[src/rtl/uart_receiver_if.sv]
// Serial line and received-byte signals of the UART receiver.
// master: line driver and byte consumer; slave: the receiver itself.
interface uart_receiver_if;
    logic       UART_RX;
    logic [7:0] RX_DATA;
    logic       RX_STATUS;
    logic       FRAME_ERR;

    modport master (
        output UART_RX,
        input  RX_DATA,
        input  RX_STATUS,
        input  FRAME_ERR
    );

    modport slave (
        input  UART_RX,
        output RX_DATA,
        output RX_STATUS,
        output FRAME_ERR
    );
endinterface

[src/rtl/uart_receiver.sv]
// 8N1 UART receiver with 16x oversampling.
// Optional build macro UART_RX_MAJORITY_EN: bit value is the 2-of-3 majority of
// samples 6, 7 and 8, decided at sample 8. Without it, sample 7 decides alone.
module uart_receiver #(
    parameter int unsigned CLK_DIV = 326
) (
    input logic            sys_clk,
    input logic            reset,
    uart_receiver_if.slave bus
);

    typedef enum logic [2:0] {StIdle, StStart, StData, StStop, StBreak} state_e;

    localparam logic [15:0] DivLast = 16'(CLK_DIV - 1);
`ifdef UART_RX_MAJORITY_EN
    localparam logic [3:0] DecSmp = 4'd8;
`else
    localparam logic [3:0] DecSmp = 4'd7;
`endif

    state_e      state;
    logic        rx_meta;
    logic        rx_s;
    logic [15:0] div_cnt;
    logic [3:0]  smp_cnt;
    logic [2:0]  bit_idx;
    logic [7:0]  shift_reg;
    logic        tick;
    logic        decide;
    logic        bit_val;

    assign tick   = (state != StIdle) && (div_cnt == DivLast);
    assign decide = tick && (smp_cnt == DecSmp);

`ifdef UART_RX_MAJORITY_EN
    logic [1:0] maj_q;

    // Capture samples 6 and 7; sample 8 is taken live from rx_s.
    always_ff @(posedge sys_clk or negedge reset) begin
        if (!reset) begin
            maj_q <= 2'b00;
        end else if (tick && smp_cnt == 4'd6) begin
            maj_q[0] <= rx_s;
        end else if (tick && smp_cnt == 4'd7) begin
            maj_q[1] <= rx_s;
        end
    end

    assign bit_val = (maj_q[0] & maj_q[1]) | (maj_q[0] & rx_s) | (maj_q[1] & rx_s);
`else
    assign bit_val = rx_s;
`endif

    // Two-flop synchronizer; resets to the idle line level.
    always_ff @(posedge sys_clk or negedge reset) begin
        if (!reset) begin
            rx_meta <= 1'b1;
            rx_s    <= 1'b1;
        end else begin
            rx_meta <= bus.UART_RX;
            rx_s    <= rx_meta;
        end
    end

    // Oversample tick divider; parked at zero while idle.
    always_ff @(posedge sys_clk or negedge reset) begin
        if (!reset) begin
            div_cnt <= 16'd0;
        end else if (state == StIdle || tick) begin
            div_cnt <= 16'd0;
        end else begin
            div_cnt <= div_cnt + 16'd1;
        end
    end

    // Frame state machine with registered byte and pulse outputs.
    always_ff @(posedge sys_clk or negedge reset) begin
        if (!reset) begin
            state         <= StIdle;
            smp_cnt       <= 4'd0;
            bit_idx       <= 3'd0;
            shift_reg     <= 8'h00;
            bus.RX_DATA   <= 8'h00;
            bus.RX_STATUS <= 1'b0;
            bus.FRAME_ERR <= 1'b0;
        end else begin
            bus.RX_STATUS <= 1'b0;
            bus.FRAME_ERR <= 1'b0;
            case (state)
                StIdle: begin
                    if (!rx_s) begin
                        state   <= StStart;
                        smp_cnt <= 4'd0;
                        bit_idx <= 3'd0;
                    end
                end
                StStart: begin
                    if (tick) begin
                        smp_cnt <= smp_cnt + 4'd1;
                        if (decide && bit_val) begin
                            state <= StIdle;  // start bit was a glitch
                        end else if (smp_cnt == 4'd15) begin
                            state <= StData;
                        end
                    end
                end
                StData: begin
                    if (tick) begin
                        smp_cnt <= smp_cnt + 4'd1;
                        if (decide) begin
                            shift_reg[bit_idx] <= bit_val;
                        end
                        if (smp_cnt == 4'd15) begin
                            if (bit_idx == 3'd7) begin
                                state <= StStop;
                            end else begin
                                bit_idx <= bit_idx + 3'd1;
                            end
                        end
                    end
                end
                StStop: begin
                    if (tick) begin
                        smp_cnt <= smp_cnt + 4'd1;
                        // Leave mid stop bit so a following start edge is not missed.
                        if (decide) begin
                            if (bit_val) begin
                                bus.RX_DATA   <= shift_reg;
                                bus.RX_STATUS <= 1'b1;
                                state         <= StIdle;
                            end else begin
                                bus.FRAME_ERR <= 1'b1;
                                state         <= StBreak;
                            end
                        end
                    end
                end
                StBreak: begin
                    if (rx_s) begin
                        state <= StIdle;
                    end
                end
                default: state <= StIdle;
            endcase
        end
    end

endmodule

[src/flat_wrapper.sv]
// flat-port wrapper written by rule: the top's interface ports become plain ports
module uart_receiver_flat 
#(
    parameter int unsigned CLK_DIV = 326
)
  (sys_clk, reset, bus_UART_RX, bus_RX_DATA, bus_RX_STATUS, bus_FRAME_ERR);
  uart_receiver_if bus_i ();
  input logic sys_clk;
  input logic reset;
  input wire logic [$bits(bus_i.UART_RX)-1:0] bus_UART_RX;
  output wire logic [$bits(bus_i.RX_DATA)-1:0] bus_RX_DATA;
  output wire logic [$bits(bus_i.RX_STATUS)-1:0] bus_RX_STATUS;
  output wire logic [$bits(bus_i.FRAME_ERR)-1:0] bus_FRAME_ERR;
  assign bus_i.UART_RX = bus_UART_RX;
  assign bus_RX_DATA = bus_i.RX_DATA;
  assign bus_RX_STATUS = bus_i.RX_STATUS;
  assign bus_FRAME_ERR = bus_i.FRAME_ERR;
  uart_receiver #(.CLK_DIV(CLK_DIV)) u_core (.sys_clk(sys_clk), .reset(reset), .bus(bus_i));
endmodule
[config.mk]
export PLATFORM = sky130hd
export DESIGN_NAME = uart_receiver_flat
export DESIGN_NICKNAME = d
export VERILOG_FILES = /design/src/rtl/uart_receiver_if.sv /design/src/rtl/uart_receiver.sv /design/src/flat_wrapper.sv
export SDC_FILE = /design/constraint.sdc
export NUM_CORES = 1
export LEC_CHECK = 0
export CORE_MARGIN = 2
export CORE_UTILIZATION = 50
export DETAILED_ROUTE_END_ITERATION = 8
export PLACE_DENSITY = 0.71
export RECOVER_POWER = 50
export SETUP_SLACK_MARGIN = 0.15
export SYNTH_ARGS = -nofsm -noshare
export SYNTH_HDL_FRONTEND = slang
export SYNTH_SLANG_ARGS = --single-unit
[constraint.sdc]
create_clock -name sys_clk -period 2.1 [get_ports sys_clk]
set_input_delay 0.63 -clock sys_clk [delete_from_list [all_inputs] [get_ports sys_clk]]
set_output_delay 0.63 -clock sys_clk [all_outputs]
set_load 0.05 [all_outputs]
==> flow_metrics.tcl <==
set metrics [dict create \
    gr-total-overflow 0 \
    ctsHoldBuffers 0 \
    insertedDiodeCount 0 \
    synth.avg_cell_area_um2 10.8 \
    cp_slowest_cell "dfrtp_1" \
    portBuffers 12 \
    cts.htree.levels 2 \
    synthFlopType "dfrtp_1" \
    start_kind "register" \
    core_area_um2 4410 \
    hold_class "register to register" \
    cts_root_buf "clkbuf_8" \
    vias 1643 \
    antenna_found_initial 0 \
    wl_met1_mm 2.12 \
    grt_pass1_vias 1628 \
    max_clock_freq_ghz 0.545 \
    hold_violations 0 \
    drt_iter0_drc 188 \
    p_leak_nw 1.14 \
    fin_crit_ns 1.84 \
    synth_edf_count 0 \
    post_drt_wl_per_cell_um 14.7 \
    rsz0062_at_grt "no" \
    synth.distinct_cells 44 \
    max_cap_violations 0 \
    largest_register_ffs 16 \
    drt-total-wl_mm 4.19 \
    final_max_slew_viol_count 0 \
    yosysWarningCount 0 \
    path_class "register to register" \
    drc_errors 0 \
    critPathMaxStageDelay_ns 0.43 \
    slew_headroom_pct 27.8 \
    clk_pin_slew_worst_paths_ns 0.09 \
    first_pass_iters 4 \
    place.gp.congestion 0.818 \
    grt_max_degree 47 \
    synth_nets 222 \
    path_cells "ha_1 -> and4b_1 -> nor2b_1 -> nand3_1 -> mux2_2" \
    cts_sinks 46 \
    synthArstFlopShare_pct 100 \
    via_per_inst 5.76 \
    end_kind "register" \
    setup_tns_ns 0 \
    ant_nets 0 \
    clk_path_buf_depth 2 \
    ir_worst_vdd_v 0.000448 \
    top_level_ports 13 \
    status "complete, no violations" \
    syn-instance-count 214 \
    dr.max_layer_used "met4" \
    power_density_nw_per_um2 614 \
    critPathBufInv 0 \
    worstPathMaxFanout 6 \
    finalSetupViolations 0 \
    ys_seq_area_share_pct 49.9 \
    ys_ff_latch 46 \
    numCtsBuffers 5 \
    met2_length_mm 1.86 \
    grt_first_pass_wirelength_mm 7.58 \
    cp_data_arrival_time_ns 2.03 \
    fin_skew_ns 0.0108 \
    dp_hpwl_mm 2.95 \
    nNetsFinal 240 \
    drive_above_1_share_pct 21.5 \
    area_growth_pct 12.3 \
    die_w_um 72.0 \
    worst_pin_slew_ns 1.08 \
    dpl_cell_area_um2 2480 \
    grt_usage_pct 18.6 \
    fp.dieArea_um2 5190 \
    path_delay_family "simple AND/OR/NAND/NOR gates" \
    critPathRequiredTime_ns 2.29 \
    period_share_pct 87.4 \
    mostFrequentLayoutCells "43 x dfrtp_1, 22 x nor2_1, 17 x mux2_2, 15 x nand2_1, 14 x nand3_1" \
    final_common_cell "dfrtp_1" \
    insertion_delay_ns 0.30 \
    met3_wirelength_um 146 \
    rows 24 \
    syn_area_um2 2310 \
    fin_area_um2 2600 \
    cts_tree "yes" \
    start_util_pct 52.4 \
    die_h_um 72.0 \
]
## per-stage QoR
stage | util, % | setup slack [ns] | total power [mW] | hold WS [ns] | cells
5_1_grt | 58.8 | 0.146 | 1.66 | 0.367 | 285
4_1_cts | 58.9 | 0.208 | 1.61 | 0.359 | 285
2_1_floorplan | - | 0.404 | 0.910 | 0.334 | 214
6_report | 58.8 | 0.265 | 1.60 | 0.358 | 285
3_5_place_dp | 56.3 | 0.237 | 0.934 | 0.347 | 277
3_3_place_gp | 56.3 | 0.288 | 0.934 | 0.347 | 277
## where the power goes
part / internal, mW / leakage [nW] / switching (mW) / total [mW]
Combinational: 0.00404 / 0.466 / 0.0193 / 0.0234
Sequential: 0.889 / 0.619 / 0.00193 / 0.890
Clock: 0.388 / 0.0585 / 0.294 / 0.682
Total: 1.28 / 1.14 / 0.315 / 1.60
## cell families (layout without fill, tap and decap cells)
group | Yosys count | in the layout | synth area share [%]
AOI/OAI and AO/OA | 16 | 16 | 4.65
buffers and inverters | 14 | 33 | 2.54
muxes | 20 | 20 | 9.57
and+or+nand+nor | 100 | 100 | 25.7
xor gates and xnor gates | 13 | 13 | 4.92
DFF | 46 | 46 | 49.9
adders and majority gates | 5 | 5 | 2.70
## worst register-to-register path, stage by stage, from the launching register on
cell and delay (ns):
dfrtp_1 0.43, ha_1 0.26, and4b_1 0.33, nor2b_1 0.28
nand3_1 0.14, mux2_2 0.29
## synthesized netlist by cell type, drive strengths merged (5+ instances only)
cell | count | area share, %
a21oi | 6 | 1.3
dfrtp | 44 | 48
ha | 5 | 2.7
inv | 7 | 1.1
mux2 | 17 | 8.3
nand2 | 15 | 2.4
nand3 | 15 | 3.5
nand4 | 12 | 3.5
nor2 | 22 | 3.6
nor3 | 5 | 1.1
nor4 | 8 | 4.1
xnor2 | 8 | 3.0
xor2 | 5 | 1.9
## path summary, 6_finish.rpt
path                                   start                  end  slack (ns)  cells after the start
max                        u_core.smp_cnt[0]  u_core.shift_reg[0]        0.26                      5
min                           u_core.rx_meta       u_core.bit_val        0.36                      0
max reg2reg                u_core.smp_cnt[0]  u_core.shift_reg[0]        0.26                      5
min reg2reg                   u_core.rx_meta       u_core.bit_val        0.36                      0
max in group asynchronous              reset    u_core.div_cnt[7]        0.76                      2
min in group asynchronous              reset      u_core.state[1]        0.61                      2
## metal layers
metal	vias up	global-route usage, %
li1	804	-
met1	797	27.8
met2	36	26.5
met3	6	4.31
met4	0	6.71
met5	-	0
## timing repair
item,in CTS,in global routing
pin swaps,0,2
resized for setup,1,4
buffers inserted,0,0
setup endpoints to repair,1,24
## layout make-up
type                       instances  area, um2
clock inverter                     1       30.0
tap                               52       65.1
fill                             387       1820
clock buffer                       7       86.3
inverter                           7       26.3
timing repair buffer              18        123
sequential                        46       1150
multi-input combinational        154       1110
Note: power is estimated with default switching activity, not from simulation.
